[config.mk]
export PLATFORM = sky130hd
export DESIGN_NAME = fetch_unit
export DESIGN_NICKNAME = d
export VERILOG_FILES = /design/src/rtl/fetch_unit.sv
export SDC_FILE = /design/constraint.sdc
export NUM_CORES = 1
export LEC_CHECK = 0
export CORE_UTILIZATION = 35
export DETAILED_ROUTE_END_ITERATION = 8
export MAX_ROUTING_LAYER = met4
export PLACE_DENSITY = 0.59
export SYNTH_ARGS = -nofsm -noshare
export SYNTH_HDL_FRONTEND = slang
export SYNTH_SLANG_ARGS = --single-unit
export TNS_END_PERCENT = 20
[constraint.sdc]
create_clock -name clk -period 5.3 [get_ports clk]
set_input_delay 1.06 -clock clk [delete_from_list [all_inputs] [get_ports clk]]
set_output_delay 1.06 -clock clk [all_outputs]
set_load 0.02 [all_outputs]
[src/rtl/fetch_unit.sv]
// Instruction fetch stage with IF/ID register and a single-outstanding req/ack imem port.
// Optional perf counters (perf_bubble_cnt, perf_kill_cnt) are enabled by defining FETCH_PERF_CNT_EN.
module fetch_unit #(
  parameter int unsigned      XLEN     = 32,
  parameter logic [XLEN-1:0]  RESET_PC = '0,
  parameter logic [31:0]      NOP_INST = 32'h0000_0013
) (
  input  logic            clk,
  input  logic            reset_n,
  input  logic            stall,
  input  logic            flush,
  input  logic [XLEN-1:0] redirect_pc,
  output logic            imem_req,
  output logic [XLEN-1:0] imem_addr,
  input  logic            imem_ack,
  input  logic [31:0]     imem_rdata,
  output logic [XLEN-1:0] ID_pc,
  output logic [31:0]     ID_inst,
  output logic            ID_valid,
  output logic [1:0]      dbg_state_o
`ifdef FETCH_PERF_CNT_EN
  ,
  output logic [31:0]     perf_bubble_cnt,
  output logic [31:0]     perf_kill_cnt
`endif
);

  typedef enum logic [1:0] {IDLE = 2'd0, REQ = 2'd1, HELD = 2'd2, KILL = 2'd3} state_t;

  localparam logic [XLEN-1:0] PC_STEP    = XLEN'(4);
  localparam logic [XLEN-1:0] ALIGN_MASK = ~XLEN'(3);

  state_t          state_q;
  logic [XLEN-1:0] pc_q, pend_pc_q, buf_pc_q, id_pc_q;
  logic [31:0]     buf_inst_q, id_inst_q;
  logic            id_valid_q, id_valid_d, req_q;
  logic [XLEN-1:0] redir_pc;

  assign redir_pc = redirect_pc & ALIGN_MASK;

  // Next value of ID_valid, shared by the FSM and the bubble counter.
  always_comb begin
    id_valid_d = id_valid_q;
    case (state_q)
      IDLE: id_valid_d = id_valid_q;
      REQ:  id_valid_d = flush ? 1'b0 : (stall ? id_valid_q : imem_ack);
      HELD: id_valid_d = flush ? 1'b0 : (stall ? id_valid_q : 1'b1);
      KILL: id_valid_d = (flush || !stall) ? 1'b0 : id_valid_q;
      default: id_valid_d = 1'b0;
    endcase
  end

  always_ff @(posedge clk) begin
    if (!reset_n) begin
      state_q    <= IDLE;
      pc_q       <= RESET_PC;
      pend_pc_q  <= '0;
      buf_pc_q   <= '0;
      buf_inst_q <= '0;
      id_pc_q    <= '0;
      id_inst_q  <= NOP_INST;
      id_valid_q <= 1'b0;
      req_q      <= 1'b0;
    end else begin
      id_valid_q <= id_valid_d;
      case (state_q)
        IDLE: begin
          state_q <= REQ;
          req_q   <= 1'b1;
        end
        REQ: begin
          if (imem_ack) begin
            if (flush) begin
              pc_q      <= redir_pc;
              id_inst_q <= NOP_INST;
            end else if (!stall) begin
              id_pc_q   <= pc_q;
              id_inst_q <= imem_rdata;
              pc_q      <= pc_q + PC_STEP;
            end else begin
              buf_pc_q   <= pc_q;
              buf_inst_q <= imem_rdata;
              pc_q       <= pc_q + PC_STEP;
              state_q    <= HELD;
              req_q      <= 1'b0;
            end
          end else if (flush) begin
            // Request cannot be withdrawn: keep it asserted and drop its response later.
            pend_pc_q <= redir_pc;
            id_inst_q <= NOP_INST;
            state_q   <= KILL;
          end else if (!stall) begin
            id_inst_q <= NOP_INST;
          end
        end
        HELD: begin
          if (flush) begin
            pc_q      <= redir_pc;
            id_inst_q <= NOP_INST;
            state_q   <= REQ;
            req_q     <= 1'b1;
          end else if (!stall) begin
            id_pc_q   <= buf_pc_q;
            id_inst_q <= buf_inst_q;
            state_q   <= REQ;
            req_q     <= 1'b1;
          end
        end
        KILL: begin
          if (flush) pend_pc_q <= redir_pc;
          if (flush || !stall) id_inst_q <= NOP_INST;
          if (imem_ack) begin
            pc_q    <= flush ? redir_pc : pend_pc_q;
            state_q <= REQ;
          end
        end
        default: begin
          state_q <= IDLE;
          req_q   <= 1'b0;
        end
      endcase
    end
  end

  // In KILL pc_q still holds the killed request address, so it drives the port unchanged.
  assign imem_req    = req_q;
  assign imem_addr   = pc_q & ALIGN_MASK;
  assign ID_pc       = id_pc_q;
  assign ID_inst     = id_inst_q;
  assign ID_valid    = id_valid_q;
  assign dbg_state_o = state_q;

`ifdef FETCH_PERF_CNT_EN
  logic [31:0] bubble_cnt_q, kill_cnt_q;

  always_ff @(posedge clk) begin
    if (!reset_n) begin
      bubble_cnt_q <= '0;
      kill_cnt_q   <= '0;
    end else begin
      if (!id_valid_d) bubble_cnt_q <= bubble_cnt_q + 32'd1;
      if (imem_ack && ((state_q == KILL) || (state_q == REQ && flush)))
        kill_cnt_q <= kill_cnt_q + 32'd1;
    end
  end

  assign perf_bubble_cnt = bubble_cnt_q;
  assign perf_kill_cnt   = kill_cnt_q;
`endif

endmodule

==> flow_summary.json, run 1 <==
{
  "status": "completed",
  "fp.dieW_um": 161,
  "syn-cell-area_mm2": 0.00887,
  "start_util_pct": 36.0,
  "antenna_found_initial": 0,
  "total_power_mw": 3.39,
  "wl_mm": 26.4,
  "grt_pass1_vias": 7640,
  "r2r_start": "dbg_state_o[1]$_SDFFE_PN0P_",
  "root_buffer": "clkbuf_16",
  "start_kind": "flop",
  "grt_max_degree": 96,
  "crit_fanout": 33,
  "critPathKind": "flop to output port",
  "cts_resized": 0,
  "ys_warn_count": 0,
  "ios": 169,
  "slew_headroom_pct": 29.0,
  "clock-sinks": 196,
  "min_path_cells": 2,
  "critPathSlowestCell": "dfxtp_1",
  "viasPerCell": 5.29,
  "core_area_mm2": 0.0246,
  "layout-drive-gt1-share_pct": 5.96,
  "track_usage_pct": 21.3,
  "timing.rr.end": "buf_pc_q[7]$_SDFFE_PN0P_",
  "wire_per_inst_um": 16.7,
  "slew_violations": 0,
  "synth_flop_cell": "dfxtp_1",
  "netlist.area_leader.share_pct": 44.2,
  "drtAntennaViolNets": 0,
  "hold_class": "flop to flop",
  "synth-async-reset-ratio_pct": 0,
  "place_worst_setup_slack_ns": 1.66,
  "worstHoldStart": "buf_inst_q[17]$_SDFFE_PN0P_",
  "min_period_ns": 3.47,
  "diodes": 0,
  "syn_avg_cell_area_um2": 7.57,
  "worstMarginPinSlew_ns": 1.06,
  "fin_ws_ns": 1.83,
  "nNetsFinal": 1315,
  "drv_cap": 0,
  "synth_common_cells": "nand2_1 (310), dfxtp_1 (196), a21oi_1 (134), nor2_1 (90), clkbuf_1 (69)",
  "fin_crit_sh_pct": 65.4,
  "fmax_mhz": 288,
  "grt_pass1_wl_mm": 42.6,
  "die_y_um": 161,
  "ff2ff_path_depth": 5,
  "synth_edf_count": 0,
  "worst_clock_skew_ns": 0.0124,
  "ctsHoldBuffers": 0,
  "crit_required_ns": 4.24,
  "hold_viol_final": 0,
  "die_area_mm2": 0.0260,
  "ir_worst_vdd_v": 0.000176,
  "yosysSeqAreaShare_pct": 44.2,
  "drt_iter0_markers": 669,
  "yosysMostFrequentCell": "nand2_1",
  "numCtsBuffers": 17,
  "synth_top_area_cell": "dfxtp_1",
  "clk_pin_slew_ns": 0.08,
  "vias": 8362,
  "rows": 57,
  "p_leak_nw": 3.65,
  "drcViolationCount": 0,
  "min_to": "buf_inst_q[17]$_SDFFE_PN0P_",
  "first_pass_iters": 5,
  "cts_buffer_depth": 2,
  "max_stage_delay_ns": 0.81,
  "dpl.hpwl_mm": 17.2,
  "cp-end-kind": "output port",
  "cp.arrival_ns": 2.41,
  "grt-ovfl-total": 0,
  "ys_top_cells_by_area": "dfxtp_1 (44%), nand2_1 (13%), a21oi_1 (7.6%)",
  "tritoncts": "built",
  "pwr_density_cell_mw_per_mm2": 307,
  "ys_ff_latch": 196,
  "synthCells": 1171,
  "finalSetupTns_ns": 0,
  "path_cells": "buf_4 -> clkdlybuf4s50_1",
  "post_cts_buffers": 0,
  "portBuffers": 164,
  "globalplace.congestion": 0.791,
  "yosysUniqueCellTypes": 65,
  "h-tree-depth": 4,
  "fin_util_pct": 44.9,
  "finalSetupViolCount": 0,
  "hold_ws_ns": 0.455,
  "area_delta_synth_final_pct": 24.5,
  "grt_setup_unrepaired": "no",
  "rrSetupSlack_ns": 2.51,
  "clk-insertion-delay-late_ns": 0.44
}
## critical path, delay by kind of cell (launching register included)
kind	cells	cell delay [ns]
buffers and inverters	2	1.16
DFF	1	0.81
## cell families after synthesis
logic type               share of synthesized area, %
buffers and inverters                            7.80
multiplexers                                    0.480
adder cells (fa/ha/maj)                         0.141
flip-flops                                       44.2
AND/OR/NAND/NOR                                  24.7
XOR/XNOR                                        0.691
AO/OA/AOI/OAI                                    21.9
other                                          0.0423
## registers in the layout, indices dropped and copies added (netlist names)
signal and count:
ID_inst 32, ID_pc 32, ID_valid 1, buf_inst_q 32
buf_pc_q 32, dbg_state_o 2, imem_req 1, pc_q 32
pend_pc_q 32
## power by group
group	switching [mW]	internal (mW)
registers	0.0701	1.53
logic	0.277	0.213
clock network	0.662	0.634
## cell usage in the layout (no fill, tap or decap), types with 4 or more instances in the layout
master           instances
o211ai_1                 5
nor2_1                  87
clkbuf_16               17
nand2_1                309
a31oi_1                  4
nand4_1                 15
a221oi_1                32
nand2b_1                 6
dfxtp_1                196
a21oi_1                133
inv_8                    4
o22ai_1                  6
xor2_1                   4
nor3_1                  36
nand3_1                 23
a311oi_1                31
o21ai_0                 55
buf_4                   20
inv_1                    8
and3_1                   7
clkdlybuf4s50_1        163
a211oi_1                 5
## routing by layer
metal | wire, um | track usage [%] | vias to the layer above
li1 | - | - | 4191
met1 | 12600 | 29.4 | 3905
met2 | 11600 | 30.9 | 238
met3 | 1700 | 4.88 | 28
met4 | 459 | 6.13 | 0
met5 | 0 | - | -
## final cells by class
| class | count | area [um^2] |
|---|---|---|
| flip-flops and latches | 196 | 3920 |
| well taps | 324 | 405 |
| inverters | 10 | 40.0 |
| clock inverters | 15 | 158 |
| fillers | 2551 | 13600 |
| repair buffers | 185 | 1810 |
| multi-input cells | 835 | 4280 |
| clock buffers | 17 | 425 |
## how the worst max path moves through the flow
stage                                start                          to  slack (ns)  cells past startpoint
4_1_cts        dbg_state_o[1]$_SDFFE_PN0P_              dbg_state_o[1]        1.83                      2
3_3_place_gp                      imem_ack    buf_pc_q[2]$_SDFFE_PN0P_        1.66                      6
6_report       dbg_state_o[1]$_SDFFE_PN0P_              dbg_state_o[1]        1.83                      2
5_1_grt        dbg_state_o[1]$_SDFFE_PN0P_              dbg_state_o[1]        1.73                      2
3_5_place_dp                      imem_ack   buf_pc_q[29]$_SDFFE_PN0P_        1.66                      6
2_1_floorplan                        flush  buf_inst_q[0]$_SDFFE_PN0P_        2.88                      8
## through the flow
step                      cell area, um^2  std cells
after floorplan                      8870       1172
final                               11000       1582
after global placement              10500       1550
after CTS                           11000       1582
after global routing                11000       1582
after detailed placement            10500       1550
No activity file was read; power rests on OpenSTA's default activity.
==> run 2, diff against run 1 <==
==> constraint.sdc (replaced) <==
create_clock -name clk -period 3.24 [get_ports clk]
set_input_delay 0.648 -clock clk [delete_from_list [all_inputs] [get_ports clk]]
set_output_delay 0.648 -clock clk [all_outputs]
set_load 0.02 [all_outputs]
==> run 2 against run 1 <==
Effect of this change: combinational power grew 72%; sequential share of layout area shrank 0.43 points; clock power increased by 64%; total power up 65%; critical endpoint unchanged; cell count increased by 0.82%; highest routed layer unchanged.
==> flow_summary.json, run 2 (same netlist as run 1, synthesis figures left out) <==
{
  "final_common_cell": "nand2_1",
  "worstSetupPathDepth": 1,
  "ir_worst_vdd_v": 0.000284,
  "antenna_found_initial": 0,
  "layout-drive-gt1-share_pct": 6.85,
  "h-tree-depth": 4,
  "instances_no_fill": 1595,
  "die_area_mm2": 0.0260,
  "fin_util_pct": 45.4,
  "r2r_start": "pc_q[3]$_SDFFE_PN0P_",
  "fmax_mhz": 372,
  "dpl.cell_count": 1563,
  "layout_common_cells": "nand2_1 (309), dfxtp_1 (196), clkdlybuf4s50_1 (163)",
  "place_worst_setup_slack_ns": 0.439,
  "hold_viol_final": 0,
  "critPathSlowestCell": "dfxtp_1",
  "crit_fanout": 22,
  "crit_path_start": "dbg_state_o[1]$_SDFFE_PN0P_",
  "cts_buffer_depth": 2,
  "ctsHoldBuffers": 0,
  "pwr_density_cell_mw_per_mm2": 500,
  "final_design_area_no_fill_mm2": 0.0112,
  "clock-sinks": 196,
  "slew_headroom_pct": 48.4,
  "fin_crit_sh_pct": 82.9,
  "place_area_mm2": 0.0106,
  "track_usage_pct": 21.3,
  "grt_pass1_vias": 7569,
  "viasPerCell": 5.24,
  "finalSetupViolCount": 0,
  "wl_mm": 26.8,
  "slew_violations": 0,
  "fin_ws_ns": 0.554,
  "grt_max_degree": 66,
  "numCtsBuffers": 17,
  "nNetsFinal": 1328,
  "wire_per_inst_um": 16.8,
  "root_buffer": "clkbuf_16",
  "rrSetupSlack_ns": 0.73,
  "total_power_mw": 5.59,
  "worst_clock_skew_ns": 0.0136,
  "clk-insertion-delay-late_ns": 0.44,
  "hold_class": "flop to flop",
  "tritoncts": "built",
  "clk_pin_slew_ns": 0.08,
  "start_kind": "flop",
  "start_util_pct": 36.0,
  "die_y_um": 161,
  "area_delta_synth_final_pct": 26.1,
  "cp.arrival_ns": 2.04,
  "p_leak_nw": 3.73,
  "hold_ws_ns": 0.456,
  "grt_setup_unrepaired": "no",
  "crit_family": "flip-flops",
  "wl_met2_mm": 11.7,
  "path_cells": "clkdlybuf4s50_1",
  "multi_input_comb_area_mm2": 0.00428,
  "route.met3.wl_mm": 1.85,
  "grt_pass1_wl_mm": 42.5,
  "top_layer": "met4",
  "post_cts_buffers": 0,
  "first_pass_iters": 5,
  "globalplace.congestion": 0.808,
  "ios": 169,
  "endpoint": "dbg_state_o[1]",
  "rows": 57,
  "min_period_ns": 2.69,
  "critPathKind": "flop to output port",
  "grt-ovfl-total": 0,
  "drtAntennaViolNets": 0,
  "fp.dieW_um": 161,
  "cp-end-kind": "output port",
  "timing.rr.end": "pc_q[28]$_SDFFE_PN0P_",
  "status": "completed",
  "finalSetupTns_ns": 0,
  "portBuffers": 164,
  "ff_latch_area_mm2": 0.00392,
  "core_area_mm2": 0.0246,
  "met1Wirelength_mm": 12.9,
  "max_stage_delay_ns": 0.83,
  "diodes": 0,
  "path_buf_inv": 1,
  "drt_iter0_markers": 811,
  "dpl.hpwl_mm": 17.7,
  "cts_resized": 0,
  "nFillCells": 2478,
  "vias": 8360,
  "drcViolationCount": 0,
  "worstMarginPinSlew_ns": 0.772,
  "drv_cap": 0,
  "ff2ff_path_depth": 6,
  "crit_required_ns": 2.59
}
run 2: per-layer routing:
layer | up-vias | GRT usage, %
met5 | - | -
met2 | 285 | 30.5
met1 | 3837 | 30.3
met4 | 0 | 6.09
li1 | 4211 | -
met3 | 27 | 4.11
run 2: area by class of cell:
class / count / share of cell area (%)
flip-flops and latches: 196 / 35.1
well taps: 324 / 3.63
repair buffers: 198 / 17.4
multi-input cells: 835 / 38.3
inverters: 10 / 0.358
clock buffers: 18 / 3.84
clock inverters: 14 / 1.39
run 2: worst min path at each step:
stage	start	endpoint	slack [ns]	cells after the start
detailed placement	buf_inst_q[21]$_SDFFE_PN0P_	buf_inst_q[21]$_SDFFE_PN0P_	0.45	2
global route	buf_inst_q[28]$_SDFFE_PN0P_	buf_inst_q[28]$_SDFFE_PN0P_	0.47	2
global placement	pend_pc_q[18]$_SDFFE_PN0P_	pend_pc_q[18]$_SDFFE_PN0P_	0.44	2
floorplan	pend_pc_q[18]$_SDFFE_PN0P_	pend_pc_q[18]$_SDFFE_PN0P_	0.43	2
finish	pend_pc_q[8]$_SDFFE_PN0P_	pend_pc_q[8]$_SDFFE_PN0P_	0.46	2
CTS	buf_pc_q[16]$_SDFFE_PN0P_	buf_pc_q[16]$_SDFFE_PN0P_	0.46	2
run 2: where the power goes:
group,total [mW],leakage [nW],internal [mW],switching (mW)
combinational,0.843,1.85,0.365,0.477
clock,2.13,0.287,1.05,1.09
sequential,2.61,1.60,2.51,0.0981
total,5.59,3.73,3.92,1.66
==> run 3, diff against run 2 <==
==> constraint.sdc (replaced) <==
create_clock -name clk -period 2.65 [get_ports clk]
set_input_delay 0.53 -clock clk [delete_from_list [all_inputs] [get_ports clk]]
set_output_delay 0.53 -clock clk [all_outputs]
set_load 0.02 [all_outputs]
==> run 3 against run 2 <==
Effect of this change: register-to-register slack worse by 0.16 ns; first-iteration DRC count up 0.99%; via count up 2.0%; cell count up 0.88%; total power up 22%; wire length down 0.16%; sequential share of layout area down 0.46 points; global-route usage about the same; die area unchanged; largest power group unchanged; worst setup slack worse by 0.25 ns; sequential cell count unchanged; critical path depth up 1.
==> flow_summary.json, run 3 (same netlist as run 1, synthesis figures left out) <==
{
  "switchingPower_mw": 2.01,
  "area_delta_synth_final_pct": 27.8,
  "min_period_ns": 2.35,
  "h-tree-depth": 4,
  "wl_mm": 26.8,
  "viasPerCell": 5.30,
  "worstMarginPinSlew_ns": 0.644,
  "fmax_mhz": 425,
  "slew_headroom_pct": 56.6,
  "grt-ovfl-total": 0,
  "drt_iter0_markers": 819,
  "p_int_mw": 4.80,
  "cts_resized": 0,
  "hold_ws_ns": 0.452,
  "final_common_cell": "nand2_1",
  "slew_violations": 0,
  "crit_required_ns": 2.12,
  "critPathKind": "flop to output port",
  "wire_per_inst_um": 16.6,
  "ir_worst_vdd_v": 0.000381,
  "grt_setup_unrepaired": "no",
  "cp-end-kind": "output port",
  "drtAntennaViolNets": 0,
  "die_y_um": 161,
  "grt_pass1_wl_mm": 42.8,
  "layout-drive-gt1-share_pct": 7.87,
  "rows": 57,
  "ff_latch_area_mm2": 0.00392,
  "core_area_mm2": 0.0246,
  "finalSetupTns_ns": 0,
  "track_usage_pct": 21.3,
  "vias": 8527,
  "use_met3_pct": 3.29,
  "grt.met2_usage_pct": 31.2,
  "start_util_pct": 36.0,
  "p_seq_share_pct": 46.6,
  "multi_input_comb_area_mm2": 0.00428,
  "antenna_found_initial": 1,
  "clk_pin_slew_ns": 0.07,
  "numCtsBuffers": 17,
  "globalplace.congestion": 0.826,
  "grt_use_met1_pct": 30.5,
  "dpl.hpwl_mm": 17.8,
  "portBuffers": 164,
  "post_cts_buffers": 0,
  "nNetsFinal": 1341,
  "top_usage_layer": "met2",
  "finalSetupViolCount": 0,
  "grt_max_degree": 81,
  "switching_share_pct": 29.5,
  "root_buffer": "clkbuf_16",
  "cts_buffer_depth": 2,
  "clock_power_share_pct": 37.7,
  "grt_pass1_vias": 7571,
  "crit_fanout": 13,
  "first_pass_iters": 5,
  "ctsHoldBuffers": 0,
  "nFillCells": 2479,
  "status": "completed",
  "fin_crit_sh_pct": 88.7,
  "p_leak_nw": 3.82,
  "cp.arrival_ns": 1.82,
  "tritoncts": "built",
  "clock-sinks": 196,
  "drcViolationCount": 0,
  "clk-insertion-delay-late_ns": 0.43,
  "drv_cap": 0,
  "pwr-share-comb_pct": 15.7,
  "pwr_density_cell_mw_per_mm2": 601,
  "worst_clock_skew_ns": 0.0129,
  "die_area_mm2": 0.0260,
  "start_kind": "flop",
  "fp.dieW_um": 161,
  "hold_viol_final": 0,
  "layout_common_cells": "nand2_1 (309), dfxtp_1 (196), clkdlybuf4s50_1 (163)",
  "hold_class": "flop to flop",
  "ios": 169
}
[run 3: cell count changes in the layout (fill, tap and decap cells not counted), sizes merged]
cell and change:
clkinv +3, clkbuf -1, diode +1, buf +13
inv -3, clkinvlp +1
[run 3: cell type report]
| cell class | instances | area share [%] |
|---|---|---|
| diodes | 1 | 0.0221 |
| clock buffers | 17 | 3.75 |
| clock inverters | 15 | 1.40 |
| inverters | 10 | 0.353 |
| multi-input cells | 835 | 37.8 |
| flip-flops and latches | 196 | 34.6 |
| well taps | 324 | 3.58 |
| repair buffers | 211 | 18.4 |
[run 3: through the flow]
| stage | setup slack [ns] | util [%] | cell area (um^2) | power, mW | cells |
|---|---|---|---|---|---|
| after floorplan | 0.756 | - | 8870 | 3.83 | 1172 |
| final | 0.299 | 46.0 | 11300 | 6.81 | 1609 |
| after detailed placement | 0.274 | 43.7 | 10700 | 4.31 | 1576 |
| after global routing | 0.213 | 46.0 | 11300 | 7.10 | 1609 |
| after CTS | 0.279 | 46.0 | 11300 | 6.87 | 1608 |
| after global placement | 0.320 | 43.7 | 10700 | 4.30 | 1576 |
[run 3: layer usage]
| metal | share of wire [%] | up-vias |
|---|---|---|
| li1 | - | 4245 |
| met1 | 49 | 3988 |
| met2 | 44 | 275 |
| met3 | 5.6 | 19 |
| met4 | 1.1 | 0 |
| met5 | 0 | - |
[run 3: power groups by stage]
stage	Sequential, mW	Combinational [mW]	Clock [mW]
finish	3.17	1.07	2.57
global placement	3.24	1.06	0
detailed placement	3.24	1.07	0
global route	3.19	1.16	2.75
CTS	3.17	1.07	2.63
floorplan	3.29	0.535	0
[run 3: worst max-delay path, stage by stage, from the launching register on]
cell and delay [ns]:
dfxtp_1 0.48, buf_4 0.26, clkdlybuf4s50_1 0.65
[run 3: path summary, 6_finish.rpt]
path,slack (ns),end,depth (start not counted),startpoint
setup / recovery,0.30,dbg_state_o[1],2,dbg_state_o[1]$_SDFFE_PN0P_
hold / removal,0.45,pend_pc_q[18]$_SDFFE_PN0P_,2,pend_pc_q[18]$_SDFFE_PN0P_
setup reg to reg,0.57,pc_q[20]$_SDFFE_PN0P_,6,pc_q[2]$_SDFFE_PN0P_
hold reg to reg,0.45,pend_pc_q[18]$_SDFFE_PN0P_,2,pend_pc_q[18]$_SDFFE_PN0P_
